## src/rtl/decomplement.sv

```systemverilog
// decomplement: four-lane two's-complement to sign/magnitude converter behind a
// two-stage valid/ready pipeline (S1: sign/zero/mag, S2: S1 results + lzc).
// Build option COMPLEMENT_LZC_EN: when defined, lzc carries the per-lane
// leading-zero count of mag (W when mag is zero), registered in S2; when
// undefined, lzc is tied to zero and no counting logic exists.
// W normally derives from SIGWIDTH and LOW_EXPAND in parameter.vh; fallback
// values keep this file self-contained when those macros are not defined.

`ifndef SIGWIDTH
`define SIGWIDTH 10
`endif
`ifndef LOW_EXPAND
`define LOW_EXPAND 2
`endif

module decomplement #(
   parameter  int W = `SIGWIDTH + 4 + `LOW_EXPAND,
   localparam int L = $clog2(W + 1)
) (
   input  logic             clk,
   input  logic             rst_n,
   input  logic             in_valid,
   output logic             in_ready,
   input  logic [4*W-1:0]   in_num,
   output logic             out_valid,
   input  logic             out_ready,
   output logic [3:0]       sign,
   output logic [4*W-1:0]   mag,
   output logic [3:0]       zero,
   output logic [4*L-1:0]   lzc
);

   logic             s1_valid;
   logic             s2_valid;
   logic             s1_adv;
   logic             s2_adv;
   logic             accept;

   logic [3:0]       nx_sign;
   logic [3:0]       nx_zero;
   logic [4*W-1:0]   nx_mag;
   logic [W-1:0]     lane;

   logic [3:0]       s1_sign;
   logic [3:0]       s1_zero;
   logic [4*W-1:0]   s1_mag;

   logic [3:0]       s2_sign;
   logic [3:0]       s2_zero;
   logic [4*W-1:0]   s2_mag;

   // S2 frees when empty or being drained; S1 moves forward into a freeing S2,
   // so a full pipe can pop and push in the same cycle.
   assign s2_adv   = !s2_valid || out_ready;
   assign s1_adv   = s1_valid && s2_adv;
   assign in_ready = !s1_valid || s1_adv;
   assign accept   = in_valid && in_ready;

   // Per-lane sign, zero flag and magnitude; the most negative value maps
   // onto itself, which is the correct unsigned magnitude in W bits.
   always_comb begin
      nx_sign = '0;
      nx_zero = '0;
      nx_mag  = '0;
      lane    = '0;
      for (int unsigned i = 0; i < 4; i++) begin
         lane              = in_num[i*W +: W];
         nx_sign[i]        = lane[W-1];
         nx_zero[i]        = (lane == '0);
         nx_mag[i*W +: W]  = lane[W-1] ? (~lane + W'(1)) : lane;
      end
   end

   // Stage 1 register: loads only on an accepted beat, empties when it moves on.
   always_ff @(posedge clk or negedge rst_n) begin
      if (!rst_n) begin
         s1_valid <= 1'b0;
         s1_sign  <= '0;
         s1_zero  <= '0;
         s1_mag   <= '0;
      end else if (accept) begin
         s1_valid <= 1'b1;
         s1_sign  <= nx_sign;
         s1_zero  <= nx_zero;
         s1_mag   <= nx_mag;
      end else if (s1_adv) begin
         s1_valid <= 1'b0;
      end
   end

   // Stage 2 register: holds while stalled, takes S1 whenever it advances.
   always_ff @(posedge clk or negedge rst_n) begin
      if (!rst_n) begin
         s2_valid <= 1'b0;
         s2_sign  <= '0;
         s2_zero  <= '0;
         s2_mag   <= '0;
      end else if (s2_adv) begin
         s2_valid <= s1_valid;
         if (s1_valid) begin
            s2_sign <= s1_sign;
            s2_zero <= s1_zero;
            s2_mag  <= s1_mag;
         end
      end
   end

   assign out_valid = s2_valid;
   assign sign      = s2_sign;
   assign zero      = s2_zero;
   assign mag       = s2_mag;

`ifdef COMPLEMENT_LZC_EN
   logic [4*L-1:0]   nx_lzc;
   logic [4*L-1:0]   s2_lzc;

   // Position of the first set bit from the MSB; W when no bit is set.
   function automatic logic [L-1:0] count_lz(input logic [W-1:0] v);
      logic [L-1:0] n;
      logic         hit;
      n   = L'(W);
      hit = 1'b0;
      for (int unsigned i = 0; i < W; i++) begin
         if (!hit && v[W-1-i]) begin
            n   = L'(i);
            hit = 1'b1;
         end
      end
      return n;
   endfunction

   // Leading-zero count of each S1 magnitude, ready for the S2 load.
   always_comb begin
      nx_lzc = '0;
      for (int unsigned i = 0; i < 4; i++) begin
         nx_lzc[i*L +: L] = count_lz(s1_mag[i*W +: W]);
      end
   end

   // lzc travels with the rest of the S2 payload.
   always_ff @(posedge clk or negedge rst_n) begin
      if (!rst_n) begin
         s2_lzc <= '0;
      end else if (s1_adv) begin
         s2_lzc <= nx_lzc;
      end
   end

   assign lzc = s2_lzc;
`else
   assign lzc = '0;
`endif

endmodule
```

## config.mk

```make
export PLATFORM = sky130hd
export DESIGN_NAME = decomplement
export DESIGN_NICKNAME = d
export VERILOG_FILES = /design/src/rtl/decomplement.sv
export SDC_FILE = /design/constraint.sdc
export NUM_CORES = 1
export LEC_CHECK = 0
export BUFFER_PORTS_ARGS = -buffer_cell sky130_fd_sc_hd__buf_2
export CAP_MARGIN = 10
export CORE_MARGIN = 2
export CORE_UTILIZATION = 55
export DETAILED_ROUTE_END_ITERATION = 7
export MAX_ROUTING_LAYER = met4
export PLACE_DENSITY = 0.81
export SLEW_MARGIN = 5
export SYNTH_ARGS = -nofsm -noshare
export SYNTH_HDL_FRONTEND = slang
export SYNTH_SLANG_ARGS = --single-unit
```

## constraint.sdc

```tcl
create_clock -name clk -period 3.4 [get_ports clk]
set_clock_uncertainty 0.2 [all_clocks]
set_input_delay 0.68 -clock clk [delete_from_list [all_inputs] [get_ports clk]]
set_output_delay 0.68 -clock clk [all_outputs]
set_load 0.05 [all_outputs]
```

==> results.md <==
| Stage | Quantity | Reported |
|:---|:---|:---|
| global routing | Wire length of the first global-routing pass | 23.35 mm |
| power | Power per cell area | 698.1 mW/mm^2 |
| power | Switching portion of total power | 35.81% |
| clocking | Number of sinks driven by the clock tree | 146 |
| global routing | Maximum number of pins on one net before global-route repair | 65 |
| run status | Result of the run | finished, final reports clean |
| power | Combinational power share | 29.5% |
| die | CORE AREA | 0.01211 mm^2 |
| detailed routing | Number of detailed-routing iterations run before antenna repair | 6 |
| timing | Worst-Margin Slew | 0.6051 ns |
| global routing | Number of antenna violations at the first check in global routing | 0 |
| synthesis | Number of cells produced by synthesis | 597 |
| setup path | Critical Path Start | s1_valid$_DFFE_PN0P_ |
| synthesis | Largest cells by area after synthesis | sky130_fd_sc_hd__dfrtp_1 53%, sky130_fd_sc_hd__mux2_2 12%, sky130_fd_sc_hd__xor2_1 6.0% |
| timing | Achievable frequency | 455.6 MHz |
| final layout | Fraction of layout cells with a size suffix above 1 | 37.99% |
| clocking | CTS tree | yes |
| min path | Min-Delay Path Class | in -> async |
| die | Top-Level Pins | 162 |
| final layout | Most common cell after layout, fill and taps aside | sky130_fd_sc_hd__dfrtp_1 |
| power | Worst vdd ir | 0.5271 mV |
| detailed routing | Total detailed-routing wirelength | 14.48 mm |
| clocking | Clock-pin slew on the worst setup and hold paths | 0.06 ns |
| power | Part of the power in the clock network | 31.5% |
| clocking | Number of buffers inserted by hold repair at cts | 0 |
| setup path | Highest net fanout along the worst path | 3 |
| setup path | Worst endpoint required time | 2.52 ns |
| synthesis | Fraction of the yosys area taken by sequential cells | 53.02% |
| die | Core Rows | 40 |
| placed design | Post-DP HPWL | 10.14 mm |
| setup path | Arrival time worst endpoint | 1.31 ns |
| clocking | Clock network latency to the later pin of the worst-skew pair | 0.42 ns |
| detailed routing | Post-route antenna net violation count | 0 |
| synthesis | Average footprint of a synthesized cell | 11.54 um^2 |
| detailed routing | Detailed-route via count | 4,904 |
| detailed routing | DRC violations left | 0 |
| synthesis | Unique masters post-synth | 37 |
| setup path | Setup CP Type | reg -> out |
| die | Overall die width | 115.9 um |
| global routing | Total global routing overflow | 0 |
| setup path | Type of element capturing the critical path | output pin |
| synthesis | Fraction of registers with async set or reset after synthesis | 100.0% |
| timing | Final hold vios | 0 |
| clocking | Resized cells post-CTS | 0 |
| setup path | Kind of launch point of the worst setup path | flop |
| final layout | Number of antenna cells inserted | 0 |
| clocking | Number of levels in the clock H-tree | 4 |
| timing | Post-route fraction of the period consumed by the critical path | 64.55% |
| synthesis | Yosys synthesis warning count | 0 |
| detailed routing | Number of vias per cell after detailed routing | 5.419 |
| detailed routing | DR iter-0 viols | 274 |
| clocking | CTS Root Cell | sky130_fd_sc_hd__clkbuf_16 |
| power | Internal Pwr Total | 3.695 mW |
| run | Number of maximum-capacitance violations | 0 |
| setup path | R2r startpoint | s1_valid$_DFFE_PN0P_ |
| final layout | Most frequent cells in the layout | 146 x sky130_fd_sc_hd__dfrtp_1, 140 x sky130_fd_sc_hd__buf_2, 76 x sky130_fd_sc_hd__mux2_2 |
| placed design | Global placer's final weighted congestion | 0.8499 |
| global routing | Total global-route track usage | 23.23% |
| synthesis | Seq cells post-synth | 146 |
| power | Sequential share of power | 39.0% |
| power | Switching power | 2.062 mW |
| die | Die extent in y | 115.9 um |
| clocking | Max Root-Sink Buffers | 2 |
| final layout | Number of nets at the end of the flow | 797 |
| synthesis | Largest area contributor in the synthesized netlist | sky130_fd_sc_hd__dfrtp_1 |
| global routing | Number of global-route vias before repair | 4,856 |
| timing | Fin. max-slew vios | 0 |
| timing | Setup ws final | 1.205 ns |
| timing | Setup TNS | 0 ns |
| setup path | Depth of the worst register-to-register path | 4 |
| timing | Min cycle time layout | 2.195 ns |
| placed design | Worst setup slack after placement | 0.7992 ns |
| timing | Headroom to the max-slew limit | 59.66% |
| power | Overall power after layout | 5.757 mW |
| final layout | Area growth syn-to-layout | 19.68% |
| power | Cell leakage power | 3.904 nW |
| placed design | Count of port buffers added during placement | 141 |
| synthesis | Synth Cell Area | 0.006890 mm^2 |
| synthesis | Fraction of synthesized cell area taken by the top area cell type | 53.02% |
| synthesis | Leading register cell type out of synthesis | sky130_fd_sc_hd__dfrtp_1 |
| synthesis | Number of enable flip-flop cells after synthesis | 0 |
| die | Full die area | 0.01344 mm^2 |
| detailed routing | Wirelength per Cell | 16.00 um |
| die | Initial standard-cell utilization of the core | 56.89% |
| timing | Unrepaired setup endpoints after global routing | no |
| clocking | Total setup buffers inserted after CTS | 0 |
| clocking | Number of buffers created by CTS | 17 |
| timing | Final setup violation count | 0 |
logic make-up (layout without fill, tap and decap cells):
kind of cell / count (synthesis) / after routing / synth area share, %
buffers and inverters: 68 / 189 / 5.193
AOI/OAI and AO/OA: 114 / 114 / 11.73
DFF: 146 / 146 / 53.02
xor gates and xnor gates: 52 / 52 / 6.610
muxes: 80 / 80 / 13.00
other: 1 / 20 / 0.05442
adders and majority gates: 4 / 4 / 0.7264
and+or+nand+nor: 132 / 132 / 9.660
cells in the mapped netlist, types with 5 or more instances:
library cell               instances
sky130_fd_sc_hd__mux2_2           76
sky130_fd_sc_hd__nand2b_1          5
sky130_fd_sc_hd__o41ai_1           8
sky130_fd_sc_hd__nand2_1          74
sky130_fd_sc_hd__o31ai_1          13
sky130_fd_sc_hd__or2_2             7
sky130_fd_sc_hd__inv_1             9
sky130_fd_sc_hd__buf_4            20
sky130_fd_sc_hd__clkbuf_1         27
sky130_fd_sc_hd__dfrtp_1         146
sky130_fd_sc_hd__or4_1             7
sky130_fd_sc_hd__nor4_1            6
sky130_fd_sc_hd__o21ai_0          60
sky130_fd_sc_hd__xor2_1           47
sky130_fd_sc_hd__xnor2_1           5
sky130_fd_sc_hd__or3_1            10
sky130_fd_sc_hd__o41ai_2          13
sky130_fd_sc_hd__o21ai_1          17
sky130_fd_sc_hd__buf_1             5
flip-flops by register name, summed over array words and instances (netlist names):
register   count
mag           64
s1_sign        4
sign           4
s1_valid       1
out_valid      1
zero           4
s1_mag        64
s1_zero        4
per-stage QoR:
| step | hold WS (ns) | std cells | cell area [um^2] | utilization (%) |
|---|---|---|---|---|
| after floorplan | 0.1844 | 616 | 6962 | - |
| after global placement | 0.2578 | 874 | 7672 | 63.35 |
| after detailed placement | 0.2685 | 874 | 7672 | 63.35 |
| after CTS | 0.05332 | 905 | 8247 | 68.09 |
| after global routing | 0.06803 | 905 | 8247 | 68.09 |
| final | 0.02578 | 905 | 8247 | 68.09 |
worst paths after layout:
| kind | to | slack, ns |
|---|---|---|
| worst max-delay path | in_ready | 1.21 |
| worst min-delay path | mag[55]$_DFFE_PN0P_ | 0.03 |
| worst max register to register | s1_sign[3]$_DFFE_PN0P_ | 1.49 |
| worst min register to register | s1_zero[0]$_DFFE_PN0P_ | 0.27 |
| max in group asynchronous | s1_mag[25]$_DFFE_PN0P_ | 2.24 |
| min in group clk | s1_zero[0]$_DFFE_PN0P_ | 0.27 |
worst max-delay path: stages (launching register included):
cell	delay [ns]
sky130_fd_sc_hd__dfrtp_1	0.41
sky130_fd_sc_hd__nand3b_1	0.19
sky130_fd_sc_hd__buf_2	0.30
metal layers:
layer | vias up | share of wire [%] | global-route usage, %
met3 | 26 | 6.2 | 6.538
li1 | 2312 | - | -
met2 | 164 | 48 | 37.08
met1 | 2402 | 44 | 28.10
met5 | - | 0 | -
met4 | 0 | 2.1 | 9.206
layout make-up:
type                    count  area, um^2
fillers                   935        3865
flip-flops and latches    146        3654
multi-input cells         402        2965
repair buffers            149       809.5
clock buffers              26       499.2
well taps                 168       210.2
clock inverters             5       75.07
inverters                   9       33.78
power groups by stage:
stage                     registers (mW)  clock network, mW  logic [mW]
after floorplan                     2.99                  0       0.529
after global placement              2.25                  0        1.67
after detailed placement            2.28                  0        1.70
after CTS                           2.25               1.85        1.71
after global routing                2.29               1.93        1.80
final                               2.25               1.81        1.70
No activity file was read; power rests on OpenSTA's default activity.
